File: config.mk
export PLATFORM = sky130hd
export DESIGN_NAME = add_op_sequencer
export DESIGN_NICKNAME = d
export VERILOG_FILES = /design/src/rtl/add_op_sequencer.sv
export SDC_FILE = /design/constraint.sdc
export NUM_CORES = 1
export LEC_CHECK = 0
export CORE_MARGIN = 4
export CORE_UTILIZATION = 58
export DETAILED_ROUTE_END_ITERATION = 8
export GPL_TIMING_DRIVEN = 0
export PLACE_DENSITY = 0.94
export SLEW_MARGIN = 20
export SYNTH_ARGS = -nofsm -noshare
export SYNTH_HDL_FRONTEND = slang
export SYNTH_SLANG_ARGS = --single-unit
File: constraint.sdc
create_clock -name clka -period 2.7 [get_ports clka]
set_input_delay 0.54 -clock clka [delete_from_list [all_inputs] [get_ports clka]]
set_output_delay 0.54 -clock clka [all_outputs]
set_load 0.02 [all_outputs]
File: src/rtl/add_op_sequencer.sv
// Sequencer in front of the 4-bit adder datapath. It buffers operand pairs, issues one
// at a time with a done timeout, checks each result and hands it to a consumer.
module add_op_sequencer #(
   parameter int DEPTH   = 4,
   parameter int TIMEOUT = 16
) (
   input  logic       clka,
   input  logic       restart_n,
   input  logic       in_valid,
   output logic       in_ready,
   input  logic [3:0] in_a,
   input  logic [3:0] in_b,
   output logic       dp_start,
   output logic       dp_restart,
   output logic [3:0] dp_d1,
   output logic [3:0] dp_d2,
   input  logic       dp_done,
   input  logic [3:0] dp_dout,
   output logic       res_valid,
   input  logic       res_ready,
   output logic [3:0] res_sum,
   output logic       chk_err,
   output logic       tmo_err,
   output logic [7:0] op_count
);

   localparam int PW = $clog2(DEPTH);
   localparam int TW = $clog2(TIMEOUT);
   localparam logic [PW:0]   PTR_ONE  = (PW+1)'(1);
   localparam logic [TW-1:0] TMR_ONE  = TW'(1);
   localparam logic [TW-1:0] TMO_LAST = TW'(TIMEOUT - 1);

   typedef enum logic [2:0] {IDLE, ISSUE, WAIT, HOLD, ABORT} state_t;

   state_t        state;
   state_t        next_state;
   logic [7:0]    mem [DEPTH];
   logic [7:0]    head;
   logic [PW:0]   wr_ptr;
   logic [PW:0]   rd_ptr;
   logic [TW-1:0] timer;
   logic          alive;
   logic          full;
   logic          empty;
   logic          push;
   logic          pop;
   logic [3:0]    exp_sum;

   // Pointers carry one extra wrap bit so full and empty can be told apart.
   assign full     = (wr_ptr[PW] != rd_ptr[PW]) && (wr_ptr[PW-1:0] == rd_ptr[PW-1:0]);
   assign empty    = (wr_ptr == rd_ptr);
   assign in_ready = alive && !full;
   assign push     = in_valid && in_ready;
   assign pop      = (state == IDLE) && (next_state == ISSUE);
   assign head     = mem[rd_ptr[PW-1:0]];
   assign exp_sum  = dp_d1 + dp_d2;

   always_ff @(posedge clka) begin
      if (push) begin
         mem[wr_ptr[PW-1:0]] <= {in_a, in_b};
      end
   end

   always_ff @(posedge clka or negedge restart_n) begin
      if (!restart_n) begin
         state <= IDLE;
      end else begin
         state <= next_state;
      end
   end

   // A done still high from the previous operation must not start a new one.
   always_comb begin
      next_state = state;
      case (state)
         IDLE:    if (!empty && !dp_done) next_state = ISSUE;
         ISSUE:   next_state = WAIT;
         WAIT: begin
            if (dp_done) begin
               next_state = HOLD;
            end else if (timer == TMO_LAST) begin
               next_state = ABORT;
            end
         end
         HOLD:    if (res_valid && res_ready) next_state = IDLE;
         ABORT:   next_state = IDLE;
         default: next_state = IDLE;
      endcase
   end

   always_ff @(posedge clka or negedge restart_n) begin
      if (!restart_n) begin
         alive      <= 1'b0;
         wr_ptr     <= '0;
         rd_ptr     <= '0;
         timer      <= '0;
         dp_start   <= 1'b0;
         dp_restart <= 1'b1;
         dp_d1      <= 4'd0;
         dp_d2      <= 4'd0;
         res_valid  <= 1'b0;
         res_sum    <= 4'd0;
         chk_err    <= 1'b0;
         tmo_err    <= 1'b0;
         op_count   <= 8'd0;
      end else begin
         alive      <= 1'b1;
         dp_start   <= (next_state == ISSUE) || (next_state == WAIT);
         dp_restart <= (next_state == ABORT);
         if (push) begin
            wr_ptr <= wr_ptr + PTR_ONE;
         end
         if (pop) begin
            rd_ptr <= rd_ptr + PTR_ONE;
            dp_d1  <= head[7:4];
            dp_d2  <= head[3:0];
         end
         if (state == ISSUE) begin
            timer <= '0;
         end else if (state == WAIT) begin
            timer <= timer + TMR_ONE;
         end
         if ((state == WAIT) && dp_done) begin
            res_sum   <= dp_dout;
            res_valid <= 1'b1;
            if (dp_dout != exp_sum) begin
               chk_err <= 1'b1;
            end
         end
         if ((state == HOLD) && res_valid && res_ready) begin
            res_valid <= 1'b0;
            op_count  <= op_count + 8'd1;
         end
         if (next_state == ABORT) begin
            tmo_err <= 1'b1;
         end
      end
   end

endmodule

==> results of run 1 <==
==> sequential cells by signal, summed over array words and instances (netlist names) <==
register    flops
res_valid       1
state           3
timer           4
op_count        8
wr_ptr          3
dp_d1           4
dp_start        1
tmo_err         1
mem            32
chk_err         1
rd_ptr          3
dp_restart      1
res_sum         4
alive           1
dp_d2           4
==> where the power goes <==
| group | total [mW] | leakage, nW | internal (mW) | switching, mW |
|---|---|---|---|---|
| registers | 1.64 | 0.767 | 1.42 | 0.218 |
| logic | 1.81 | 0.644 | 0.884 | 0.928 |
| clock network | 0.849 | 0.104 | 0.436 | 0.413 |
| total | 4.30 | 1.52 | 2.74 | 1.56 |
==> per-stage QoR <==
stage	util, %	instances	cell area, um2	setup WS (ns)
2_1_floorplan	-	218	3140	0.877
3_3_place_gp	70.4	330	3640	0.205
3_5_place_dp	70.7	331	3660	0.198
4_1_cts	74.6	347	3860	0.110
5_1_grt	74.6	347	3860	0.0582
6_report	74.6	347	3860	0.141
==> how the worst max path moves through the flow <==
stage / end / slack, ns / depth (start not counted)
floorplan: dp_d1[0] / 0.88 / 4
global placement: tmo_err / 0.21 / 1
detailed placement: dp_d1[2] / 0.20 / 5
CTS: in_ready / 0.11 / 4
global route: in_ready / 0.06 / 4
finish: in_ready / 0.14 / 4
==> final cells by class <==
type                    count  area [um2]  share of cell area, %
clock buffers               9         124                   3.21
flip-flops and latches     71        1940                   50.2
inverters                   9        33.8                  0.875
repair buffers             43         435                   11.3
well taps                  70        87.6                   2.27
plain buffers               8        55.1                   1.43
clock inverters             7        78.8                   2.04
multi-input cells         130        1110                   28.7
==> cells by family (layout without fill, tap and decap cells) <==
| group | Yosys count | in the layout | share of synthesized area, % |
|---|---|---|---|
| other | 1 | 1 | 0.120 |
| adders and majority gates | 11 | 11 | 4.63 |
| muxes | 21 | 21 | 10.4 |
| AOI/OAI and AO/OA | 30 | 30 | 6.19 |
| buffers and inverters | 17 | 76 | 2.83 |
| and+or+nand+nor | 45 | 45 | 7.38 |
| DFF | 71 | 71 | 61.8 |
| xor gates and xnor gates | 22 | 22 | 6.62 |
==> per-layer routing <==
layer / share of wire, % / GRT usage, % / vias up
met1: 42 / 23.8 / 936
met3: 6.5 / 5.48 / 11
li1: - / - / 896
met4: 1.4 / 5.24 / 0
met5: 0 / 0 / -
met2: 50 / 30.2 / 63
==> placed cells by master (no fill, tap or decap), drive strengths merged, types with 2 or more instances in the layout <==
cell and count:
clkdlybuf4s50 41, dfrtp 38, edfxtp 32, xnor2 13, mux2 13, o21ai 11
inv 11, clkbuf 11, nand2 10, ha 10, nor2 9, xor2 9
mux4 8, buf 8, nand3 7, a21oi 7, nor4 4, a31oi 4
and2 4, clkinv 4, a22oi 3, nor2b 2, nor3 2, or3 2
==> results.cfg, run 1 <==
[timing]
setup_violations = 0
grt_setup_unrepaired = false
finClkSkew_ns = 0.0137
fin_crit_sh_pct = 94.8
maxSlewHeadroom_pct = 62.0
holdWs_ns = 0.0342
fmax_mhz = 391
slew_violations = 0
hold_viol_final = 0
worst_slew_pin_slew_ns = 0.568
setup_tns_ns = 0
layout_min_cycle_time_ns = 2.56

[floorplan]
die_w_um = 81.5
num_rows = 26
ios = 43
fp.dieArea_um2 = 6650
fp.dieH_um = 81.5
core_area_um2 = 5170
start_util_pct = 60.6

[job]
max_cap_violations = 0

[clocking]
root_buffer = clkbuf_8
clock_latency_ns = 0.35
hold_buffers = 0
cts_buffer_depth = 2
cts_resized = 0
cts_tree = yes
htreeDepth = 3
numCtsBuffers = 9
cts_setup_buffers = 0
clock_sinks = 71
clkTransAtPathRegs_ns = 0.08

[synth]
ys_top_cells_by_area = edfxtp_1 31%, dfrtp_1 30%, mux4_2 5.7%, ha_1 4.0%, mux2_2 3.2%
async_flop_share_pct = 54.9
synth_edf_count = 32
synth_common_cells = 38 x dfrtp_1, 32 x edfxtp_1, 11 x xnor2_1
ys.warnings.count = 0
avgSynthCellArea_um2 = 14.4
synth_fp_nets = 246
yosysTopAreaCellShare_pct = 30.6
synth_ff_type = dfrtp_1
yosysTopAreaCell = edfxtp_1
synth_area_um2 = 3140
yosysMostFrequentCell = dfrtp_1
seq_area_frac_synth_pct = 61.8
syn_inst = 218
ys_seq_elements = 71
synth.distinct_cells = 41

[critical_path]
timing.rr.end = mem[3][0]
critPathCaptureType = output port
arrival_ns = 2.02
slowest_stage = clkdlybuf4s50_1
reg2reg_from = rd_ptr[1]
cp.required_ns = 2.16
critPathTopFamily = buffers and inverters
path_max_fanout = 10
crit_buf_inv = 2
r2r_slack_ns = 0.51
ff2ff_path_depth = 4
max_stage_delay_ns = 0.64
worst-setup-path-type = reg -> out
path_cells = buf_4 > xnor2_2 > a31oi_1 > clkdlybuf4s50_1
cp-start-kind = flip-flop
cp-startpoint = rd_ptr[0]

[place]
place_congestion = 0.860
numPortBuffers = 42
dp_hpwl_um = 3940

[route]
routedWlPerCell_um = 16.0
drtIter0Drc = 196
vias_per_cell = 5.49
drc = 0
wirelength_um = 5560
antenna_left = 0
dr.pass1.iters = 4
vias = 1906

[worst_hold_path]
min_path_type = in -> async

[cells_and_area]
drive_gt1_share_pct = 17.0
n_antenna_cell = 0
final_nets = 300
fillers = 289
area_delta_synth_final_pct = 23.1

[power]
power_mw = 4.30
ir_worst_vdd_mv = 0.586
powerDensity_nw_per_um2 = 1110
leakage_nw = 1.52

[global_route]
grt_pass1_wl_um = 9210
grt_overflow = 0
grt.total_usage_pct = 18.4
grt_antenna_before_repair = 0
grt_max_degree = 33
grt_pass1_vias = 1967

[status]
outcome = finished clean
Power figures use the tool's default switching activity.
==> run 2: changes to the inputs <==
GPL_TIMING_DRIVEN = not set   (was 0)
==> run 2 against run 1 <==
Die area is the same. Critical path depth shrank 1. Largest cell class unchanged. Sequential power is essentially flat. Worst hold slack gained 0.27 ns. Global-route usage grew 1.3 points.
==> results.cfg, run 2 (synthesis results as in run 1) <==
[timing]
finClkSkew_ns = 0.00802
hold_viol_final = 0
slew_violations = 0
maxSlewHeadroom_pct = 44.3
setup_violations = 0
setup_tns_ns = 0
worst_slew_pin_slew_ns = 0.836
grt_setup_unrepaired = false
layout_min_cycle_time_ns = 2.41
fmax_mhz = 415
fin_crit_sh_pct = 89.2

[clocking]
cts_resized = 0
hold_buffers = 0
numCtsBuffers = 9
cts_buffer_depth = 2
root_buffer = clkbuf_8
cts_tree = yes
cts_setup_buffers = 0
clock_latency_ns = 0.34
clkTransAtPathRegs_ns = 0.07
clock_sinks = 71
htreeDepth = 3

[floorplan]
core_area_um2 = 5170
fp.dieH_um = 81.5
start_util_pct = 60.6
ios = 43
die_w_um = 81.5
num_rows = 26
fp.dieArea_um2 = 6650

[critical_path]
slowest_stage = clkdlybuf4s50_1
cp.required_ns = 2.16
r2r_slack_ns = 0.65
worst-setup-path-type = reg -> out
cp-start-kind = flip-flop
path_cells = xnor2_2 > a31oi_1 > clkdlybuf4s50_1
arrival_ns = 1.87
max_stage_delay_ns = 0.63
critPathCaptureType = output port
path_max_fanout = 5

[cells_and_area]
final_nets = 296
area_delta_synth_final_pct = 22.5
drive_gt1_share_pct = 16.5
final_core_util_pct = 74.2
largest_reg_flops = 32
final_common_cell = clkdlybuf4s50_1
final_cell_mix = 41 x clkdlybuf4s50_1, 38 x dfrtp_1, 32 x edfxtp_1
n_antenna_cell = 0

[global_route]
grt_pass1_vias = 1909
grt_pass1_wl_um = 9600
grt_antenna_before_repair = 0
grt.total_usage_pct = 19.7
grt_overflow = 0
grt_max_degree = 40

[route]
routedWlPerCell_um = 16.8
vias_per_cell = 5.61
dr.pass1.iters = 4
vias = 1925
drtIter0Drc = 201
antenna_left = 0
drc = 0
wirelength_um = 5770

[power]
power_mw = 4.36
powerDensity_nw_per_um2 = 1140
leakage_nw = 1.50
ir_worst_vdd_mv = 0.545
pwr-share-clk_pct = 21.0
switchingPower_mw = 1.55
power_frac_comb_pct = 40.6
p_seq_share_pct = 38.4
switching_share_pct = 35.6
intPower_mw = 2.81

[place]
dp_hpwl_um = 3900
numPortBuffers = 42
place_congestion = 0.798

[worst_hold_path]
min_path_type = in -> async

[status]
outcome = finished clean

[job]
max_cap_violations = 0
run 2: area by class of cell:
class	instances	area, um2
repair buffers	47	453
clock inverters	7	95.1
multi-input cells	130	1110
inverters	9	33.8
fillers	287	1330
clock buffers	9	124
flip-flops and latches	71	1940
well taps	70	87.6
run 2: power groups by stage:
| stage | Clock, mW | Combinational [mW] | Sequential (mW) |
|---|---|---|---|
| after floorplan | 0 | 1.07 | 1.79 |
| after global placement | 0 | 1.69 | 1.68 |
| after detailed placement | 0 | 1.76 | 1.69 |
| after CTS | 0.935 | 1.79 | 1.67 |
| after global routing | 0.987 | 1.93 | 1.71 |
| final | 0.918 | 1.77 | 1.67 |
run 2: critical path, delay by kind of cell, from the launching register on:
kind / cells / cell delay (ns)
AO/OA/AOI/OAI: 1 / 0.23
XOR/XNOR: 1 / 0.23
buffers and inverters: 1 / 0.63
flip-flops: 1 / 0.44
run 2: worst paths after layout:
kind,endpoint,depth (start not counted),startpoint
max reg2reg,rd_ptr[1],3,state[2]
max in group asynchronous,wr_ptr[0],1,restart_n
min reg2reg,op_count[7],1,op_count[7]
max,in_ready,3,wr_ptr[0]
min in group clka,op_count[7],1,op_count[7]
min,res_sum[3],1,restart_n
run 2: through the flow:
stage / cells / worst slack (ns) / instance area (um2) / hold slack [ns]
after floorplan: 218 / 0.877 / 3140 / 0.244
after global routing: 343 / 0.196 / 3840 / 0.348
after CTS: 343 / 0.266 / 3840 / 0.312
after global placement: 327 / 0.300 / 3620 / 0.453
final: 343 / 0.291 / 3840 / 0.299
after detailed placement: 327 / 0.253 / 3620 / 0.454
run 2: routing by layer:
metal,wire length [um],GRT usage (%)
met1,2450,25.4
met2,2880,31.6
met3,384,5.37
met4,63,8.11
met5,0,0
